==> config.mk <==
export PLATFORM = sky130hd
export DESIGN_NAME = autocorr_sequencer
export DESIGN_NICKNAME = d
export VERILOG_FILES = /design/src/rtl/autocorr_sequencer.sv
export SDC_FILE = /design/constraint.sdc
export NUM_CORES = 1
export LEC_CHECK = 0
export CORE_ASPECT_RATIO = 1.5
export CORE_MARGIN = 4
export CORE_UTILIZATION = 35
export CTS_CLUSTER_SIZE = 40
export DETAILED_ROUTE_END_ITERATION = 10
export GPL_TIMING_DRIVEN = 0
export PLACE_DENSITY = 0.61
export RECOVER_POWER = 50
export SYNTH_ARGS = -nofsm -noshare
export SYNTH_HDL_FRONTEND = slang
export SYNTH_SLANG_ARGS = --single-unit
==> constraint.sdc <==
create_clock -name clk_i -period 6 [get_ports clk_i]
set_input_delay 1.2 -clock clk_i [delete_from_list [all_inputs] [get_ports clk_i]]
set_output_delay 1.2 -clock clk_i [all_outputs]
set_load 0.03 [all_outputs]
==> src/rtl/autocorr_sequencer.sv <==
// Autocorrelation sequencer: captures a FRAME_LEN-bit serial frame, then emits
// one match count per lag 0..LAG_MAX over a valid/ready result stream.
module autocorr_sequencer #(
  parameter int unsigned FRAME_LEN = 8,
  parameter int unsigned LAG_MAX   = 7,
  localparam int unsigned CW = $clog2(FRAME_LEN + 1),
  localparam int unsigned LW = (LAG_MAX > 0) ? $clog2(LAG_MAX + 1) : 1
) (
  input  logic          clk_i,
  input  logic          rst_i,
  input  logic          start_i,
  input  logic          abort_i,
  input  logic          in_i,
  input  logic          in_valid_i,
  output logic          busy_o,
  output logic          res_valid_o,
  input  logic          res_ready_i,
  output logic [LW-1:0] res_lag_o,
  output logic [CW-1:0] res_match_o,
  output logic          done_o
);

  typedef enum logic [1:0] {
    S_IDLE    = 2'd0,
    S_CAPTURE = 2'd1,
    S_EMIT    = 2'd2,
    S_DONE    = 2'd3
  } state_e;

  state_e               state_q, state_d;
  logic [CW-1:0]        cnt_q, cnt_d;
  logic [FRAME_LEN-1:0] frame_q, frame_d;
  logic [LW-1:0]        lag_q, lag_d;
  logic [CW-1:0]        match_q, match_d;
  logic                 busy_q, busy_d;
  logic                 valid_q, valid_d;
  logic                 done_q, done_d;
  logic                 accept;

  // Number of positions i where f[i] == f[i+lag], over the overlapping span only.
  function automatic logic [CW-1:0] match_count(input logic [FRAME_LEN-1:0] f,
                                                input logic [LW-1:0]        lag);
    logic [FRAME_LEN-1:0] ones;
    logic [FRAME_LEN-1:0] eq;
    logic [CW-1:0]        n;
    ones = '1;
    eq   = ~(f ^ (f >> lag)) & (ones >> lag);
    n    = '0;
    for (int i = 0; i < int'(FRAME_LEN); i++) begin
      n = n + CW'(eq[i]);
    end
    return n;
  endfunction

  assign accept = valid_q & res_ready_i;

  // State and registered outputs.
  always_ff @(posedge clk_i) begin
    if (rst_i) begin
      state_q <= S_IDLE;
      cnt_q   <= '0;
      frame_q <= '0;
      lag_q   <= '0;
      match_q <= '0;
      busy_q  <= 1'b0;
      valid_q <= 1'b0;
      done_q  <= 1'b0;
    end else begin
      state_q <= state_d;
      cnt_q   <= cnt_d;
      frame_q <= frame_d;
      lag_q   <= lag_d;
      match_q <= match_d;
      busy_q  <= busy_d;
      valid_q <= valid_d;
      done_q  <= done_d;
    end
  end

  // Next-state, capture/sweep bookkeeping and next output values.
  always_comb begin
    state_d = state_q;
    cnt_d   = cnt_q;
    frame_d = frame_q;
    lag_d   = lag_q;

    case (state_q)
      S_IDLE: begin
        if (start_i) begin
          state_d = S_CAPTURE;
          cnt_d   = '0;
        end
      end
      S_CAPTURE: begin
        if (in_valid_i) begin
          for (int i = 0; i < int'(FRAME_LEN); i++) begin
            if (cnt_q == CW'(i)) frame_d[i] = in_i;
          end
          if (cnt_q == CW'(FRAME_LEN - 1)) begin
            state_d = S_EMIT;
            cnt_d   = '0;
            lag_d   = '0;
          end else begin
            cnt_d = cnt_q + CW'(1);
          end
        end
      end
      S_EMIT: begin
        if (accept) begin
          if (lag_q == LW'(LAG_MAX)) begin
            state_d = S_DONE;
          end else begin
            lag_d = lag_q + LW'(1);
          end
        end
      end
      S_DONE: begin
        state_d = S_IDLE;
      end
      default: begin
        state_d = S_IDLE;
      end
    endcase

    // Abort overrides everything above, including start and the final accept.
    if (abort_i) begin
      state_d = S_IDLE;
      cnt_d   = '0;
      lag_d   = '0;
    end

    // Lag only carries meaning while results are being emitted.
    if (state_d != S_EMIT) lag_d = '0;

    busy_d  = (state_d == S_CAPTURE) || (state_d == S_EMIT);
    valid_d = (state_d == S_EMIT);
    done_d  = (state_d == S_DONE);
    match_d = valid_d ? match_count(frame_d, lag_d) : '0;
  end

  assign busy_o      = busy_q;
  assign res_valid_o = valid_q;
  assign res_lag_o   = lag_q;
  assign res_match_o = match_q;
  assign done_o      = done_q;

endmodule

* After elaboration in Yosys (flattened, before gate mapping)
Index checks and enable logic that the tools add are counted.
** Cells by class
- $add $sub $neg :: 9
- Equality and inequality tests :: 17
- Shift-type cells :: 2
- Multiplexer cells :: 28
- Bitwise logic cells :: 5
- Reductions and logical operators :: 7
** Operators with widths (count)
- $mux W3 :: 6
- $add A4 B1 Y4 :: 4
- $eq A4 B3 Y1 const B :: 4
- $mux W8 :: 2
- $mux W2 :: 6
- $mux W4 :: 3
- $and A8 B8 Y8 :: 1
- $eq A2 B2 Y1 const B :: 4
- $eq A4 B2 Y1 const B :: 2
- $mux W1 :: 8
- $not A8 Y8 :: 1
- $pmux W2 S4 :: 1
- $pmux W4 S2 :: 1
- $shr A8 B3 Y8 :: 1
- $shr A8 B3 Y8 const A :: 1
- $xor A8 B8 Y8 :: 1
- $ne A2 B2 Y1 const B :: 3
- $pmux W3 S2 :: 1
- $add A3 B1 Y4 :: 1
- $add A4 B1 Y4 const B :: 1
- $eq A2 B1 Y1 const B :: 2
- $eq A4 B1 Y1 const B :: 1
- $logic_not A4 Y1 :: 1
- $reduce_or A2 Y1 :: 2
- other kinds (10) :: 10
** Word-level totals
- Register bits after elaboration :: 24
- Input port bits :: 7
- Output and inout port bits :: 10
- Word-level logic and storage cells :: 76

* Longest topological paths before layout
- Depth in word-level cells :: 18
- Gate-level depth with buffers :: 28
- Gate-level depth less buffers :: 25

* Worst setup path after synthesis
Ideal clock, no wire load.
- Kind :: input to register
- Start point :: input port in_valid_i
- End point :: register match_q[2] (netlist: res_match_o[2])
- Library setup time :: 116 ps
- Data arrival time :: 5800 ps
- Required time :: 5884 ps
- Setup slack :: 84 ps
- Stages on the path :: 22
- Buffers on the path :: 1
- Path through :: nand4b_2 a21oi_1 nor2_1 o21ai_0 ha_1 nand2b_1 buf_2 a311oi_4 mux2_4 o221ai_1 a21oi_1 a31oi_1 o211ai_1 fa_1 fa_1 inv_1 fa_1 ha_1 inv_1 fa_1 xor2_1 nor2_1
** Between the ends
- Elaborated cells between the ends (all ways) :: 25
- Classes of those cells :: add/sub (7); eq/ne (2); shift (2); mux (9); bitwise (4); reduce/logical (1)
** RTL lines
- start: declaration :: line 14 : input logic in_valid_i,
- $mux W2 :: line 95 : if (in_valid_i) begin
- $pmux W2 S4 :: line 87 : case (state_q)
- $mux W2 :: line 126 : if (abort_i) begin
- $eq A2 B2 Y1 :: line 136 : valid_d = (state_d == S_EMIT);
- via valid_d :: line 36 : logic valid_q, valid_d;
- $not A1 Y1 (no line)
- $reduce_or A2 Y1 (no line)
- end signal: assignment :: line 73 : match_q <= match_d;
- end: declaration :: line 34 : logic [CW-1:0] match_q, match_d;
The timed path passes the listed nets, and every way through them passes these cells.
A chain may end at the register's enable or synchronous reset.

* Worst setup path in the final report
- Start point :: input port res_ready_i
- End point :: register match_q[1] (netlist: res_match_o[1])
** Between the ends
- Elaborated cells between the ends (all ways) :: 24
- Classes of those cells :: add/sub (7); eq/ne (2); shift (2); mux (7); bitwise (5); reduce/logical (1)
** RTL lines
- start: declaration :: line 17 : input logic res_ready_i,
- $and A1 B1 Y1 :: line 55 : assign accept = valid_q & res_ready_i;
- $mux W2 :: line 109 : if (accept) begin
- $pmux W2 S4 :: line 87
- $mux W2 :: line 126
- $eq A2 B2 Y1 :: line 136
- via valid_d :: line 36
- $not A1 Y1 (no line)
- $reduce_or A2 Y1 (no line)
The timed path passes the listed nets, and every way through them passes these cells.

==> flow_summary.ini <==
[route]
firstDrtPassIters = 4
vias = 1649
drt_wl_total_mm = 4.66
post_drt_wl_per_cell_um = 14.6
drcViolationCount = 0
antenna_left = 0
drt-initial-drc-count = 34
via_per_inst = 5.17

[status]
outcome = finished, final reports clean

[grt]
gr-usage-all-layers_pct = 14.8
antenna_found_initial = 0
grt_start_max_net_pins = 15
grt.overflow.total = 0
grt_pass1_vias = 1619
grt_pass1_wl_mm = 7.47

[floorplanning]
io_pins = 17
dieArea_um2 = 6530
die_height_um = 97.0
initial_core_util_pct = 36.1
fp.dieW_um = 67.3
row_count = 32
core_area_um2 = 5120

[place]
place.port_buffers = 15
place.gp.congestion = 0.824
place_area_um2 = 2080
dp_hpwl_mm = 3.40

[sta]
maxSlewViolCount = 0
min_period_ns = 5.79
finalHoldViolations = 0
setup_violations = 0
rsz0062_at_grt = no
period_share_pct = 96.5
worst_pin_slew_ns = 0.764
skew_ns = 0.0100
timing.fmax_mhz = 173
maxSlewHeadroom_pct = 47.6

[finish]
nFillCells = 526
final_nets = 276
area_growth_pct = 27.1
drive_gt1_share_pct = 21.1
fin_area_um2 = 2350
n_antenna_cell = 0

[critical_path]
worstSetupStartpointType = primary input
rrSetupSlack_ns = 0.38
slowest_stage = fa_1
cp_num_cells = 23
end_kind = flip-flop
worstPathBufferInverterCount = 4
critPathKind = in2reg
cp_max_fo = 7
path_common_cell = nor2_1
worstPathCellList = dlygate4sd2_1, nand3_1, nor2_1, nor2_1, nor2_1, o21ai_2, ha_1, nand2b_1, buf_6, a311oi_4, mux2_4, o2bb2ai_4, a21oi_4, a31oi_2, o221ai_2, fa_1, fa_1, inv_2, fa_1, ha_2, inv_1, fa_2, nor2_1
required_ns = 6.18
cpPeakStageDelay_ns = 0.54
reg2reg_depth = 26
worst_path_dominant_cell_family = adder cells
crit_arrival_ns = 5.97

[job]
drv_cap = 0

[power_and_ir_drop]
p_per_area_nw_per_um2 = 142
finalPower_w = 0.000332
ir_worst_vdd_mv = 0.0719
total_leakage_power_nw = 0.938

[synthesis]
syn_nets = 244
synth_edf_count = 0
async_reset_ff_share_pct = 0
syn_area_per_cell_um2 = 8.40
synthFlopType = dfxtp_1
syn_area_um2 = 1850
yosys_warnings = 0
synth_seq_cells = 24
yosys.cell_types.count = 54
synthCells = 220
seq_area_frac_synth_pct = 26.0

[clocking]
clock_path_buffers = 2
cts_tree = yes
path_clk_slew_ns = 0.10
postCtsHoldBufs = 0
h-tree-depth = 1
cts_made_buffers = 3
clock_latency_ns = 0.28
root_buffer = clkbuf_8
cts_sinks = 24

[min_path]
hold_class = reg2reg
whs_path_depth = 2
flip-flops by register name (all words and copies together) (netlist names):
signal and count:
state_q 2, res_valid_o 1, frame_q 8, res_match_o 4, busy_o 1, res_lag_o 3
done_o 1, cnt_q 4
cells in the final DEF, fill, tap and decap left out, types with 4 or more instances in the layout:
master / n
a21oi_1: 14
dlygate4sd3_1: 7
buf_2: 4
inv_1: 14
nor2b_1: 4
a21o_1: 4
clkbuf_1: 4
buf_4: 11
dfxtp_1: 24
clkdlybuf4s50_1: 5
nor3_1: 11
nand2_1: 17
a31oi_1: 6
nand3_1: 6
mux2i_1: 5
nor2_1: 22
ha_1: 12
power by group:
group	leakage, nW	switching (W)	internal [W]
clock network	0.0357	0.0000561	0.0000893
logic	0.708	0.0000166	0.00000976
registers	0.194	0.000000530	0.000160
total	0.938	0.0000732	0.000259
worst min-delay path, cell delays in order (launching register included):
cell and delay [ns]:
dfxtp_1 0.33, mux2i_1 0.11, nor2_1 0.09
cell families (layout without fill, tap and decap cells):
logic type / count (synthesis) / count (layout) / share of synthesized area (%)
flip-flops: 24 / 24 / 26.0
multiplexers: 12 / 12 / 7.92
adder cells (fa/ha/maj): 17 / 17 / 13.1
XOR/XNOR: 5 / 5 / 2.37
AND/OR/NAND/NOR: 80 / 80 / 21.7
AO/OA/AOI/OAI: 57 / 57 / 23.5
buffers and inverters: 25 / 56 / 5.42
repair_timing:
action | 4_1_cts | 5_1_grt
buffers inserted | 7 | 5
resized for setup | 21 | 12
pin swaps | 12 | 14
endpoints found under the setup margin | 4 | 2
area by class of cell:
cell class / count / area, um^2 / area share (%)
multi-input cells: 171 / 1360 / 58.0
flip-flops and latches: 24 / 480 / 20.5
repair buffers: 27 / 243 / 10.3
well taps: 68 / 85.1 / 3.62
inverters: 16 / 60.1 / 2.56
plain buffers: 9 / 46.3 / 1.97
clock buffers: 3 / 41.3 / 1.76
clock inverters: 1 / 30.0 / 1.28
cell usage after synthesis, drive strengths merged, types with 4 or more instances:
library cell | instances | share of area, %
dfxtp | 24 | 26
ha | 13 | 8.8
o21ai | 6 | 1.6
nor2 | 24 | 4.9
mux2i | 7 | 4.7
a211oi | 5 | 2.3
a21oi | 15 | 4.3
nor2b | 4 | 1.4
fa | 4 | 4.3
nand2 | 20 | 4.2
a21o | 4 | 1.6
clkbuf | 4 | 0.81
inv | 16 | 3.2
nand3 | 6 | 1.6
buf | 5 | 1.4
a31oi | 7 | 2.4
mux2 | 5 | 3.2
nor3 | 11 | 3.0
per-layer routing:
metal | vias to the layer above | routed length [um] | GRT usage, %
met5 | - | 0 | 0
met4 | 0 | 111 | 6.88
met3 | 6 | 43 | 1.16
met2 | 18 | 2680 | 28.2
met1 | 775 | 1820 | 15.4
li1 | 850 | - | -
final timing paths:
kind                          to        start
hold reg to reg       frame_q[2]   frame_q[2]
setup / recovery  res_match_o[1]  res_ready_i
hold / removal        frame_q[2]   frame_q[2]
setup reg to reg  res_match_o[1]   state_q[1]
through the flow:
stage | hold WS [ns] | setup slack (ns) | instances | TNS [ns] | util (%)
global placement | 0.535 | -1.05 | 303 | -3.37 | 40.6
detailed placement | 0.541 | -1.07 | 303 | -3.42 | 40.6
floorplan | 0.479 | 0.0837 | 220 | 0 | -
CTS | 0.562 | 0.0476 | 314 | 0 | 44.0
global route | 0.583 | 0.0499 | 319 | 0 | 45.8
finish | 0.561 | 0.210 | 319 | 0 | 45.8
Power figures use the tool's default switching activity.
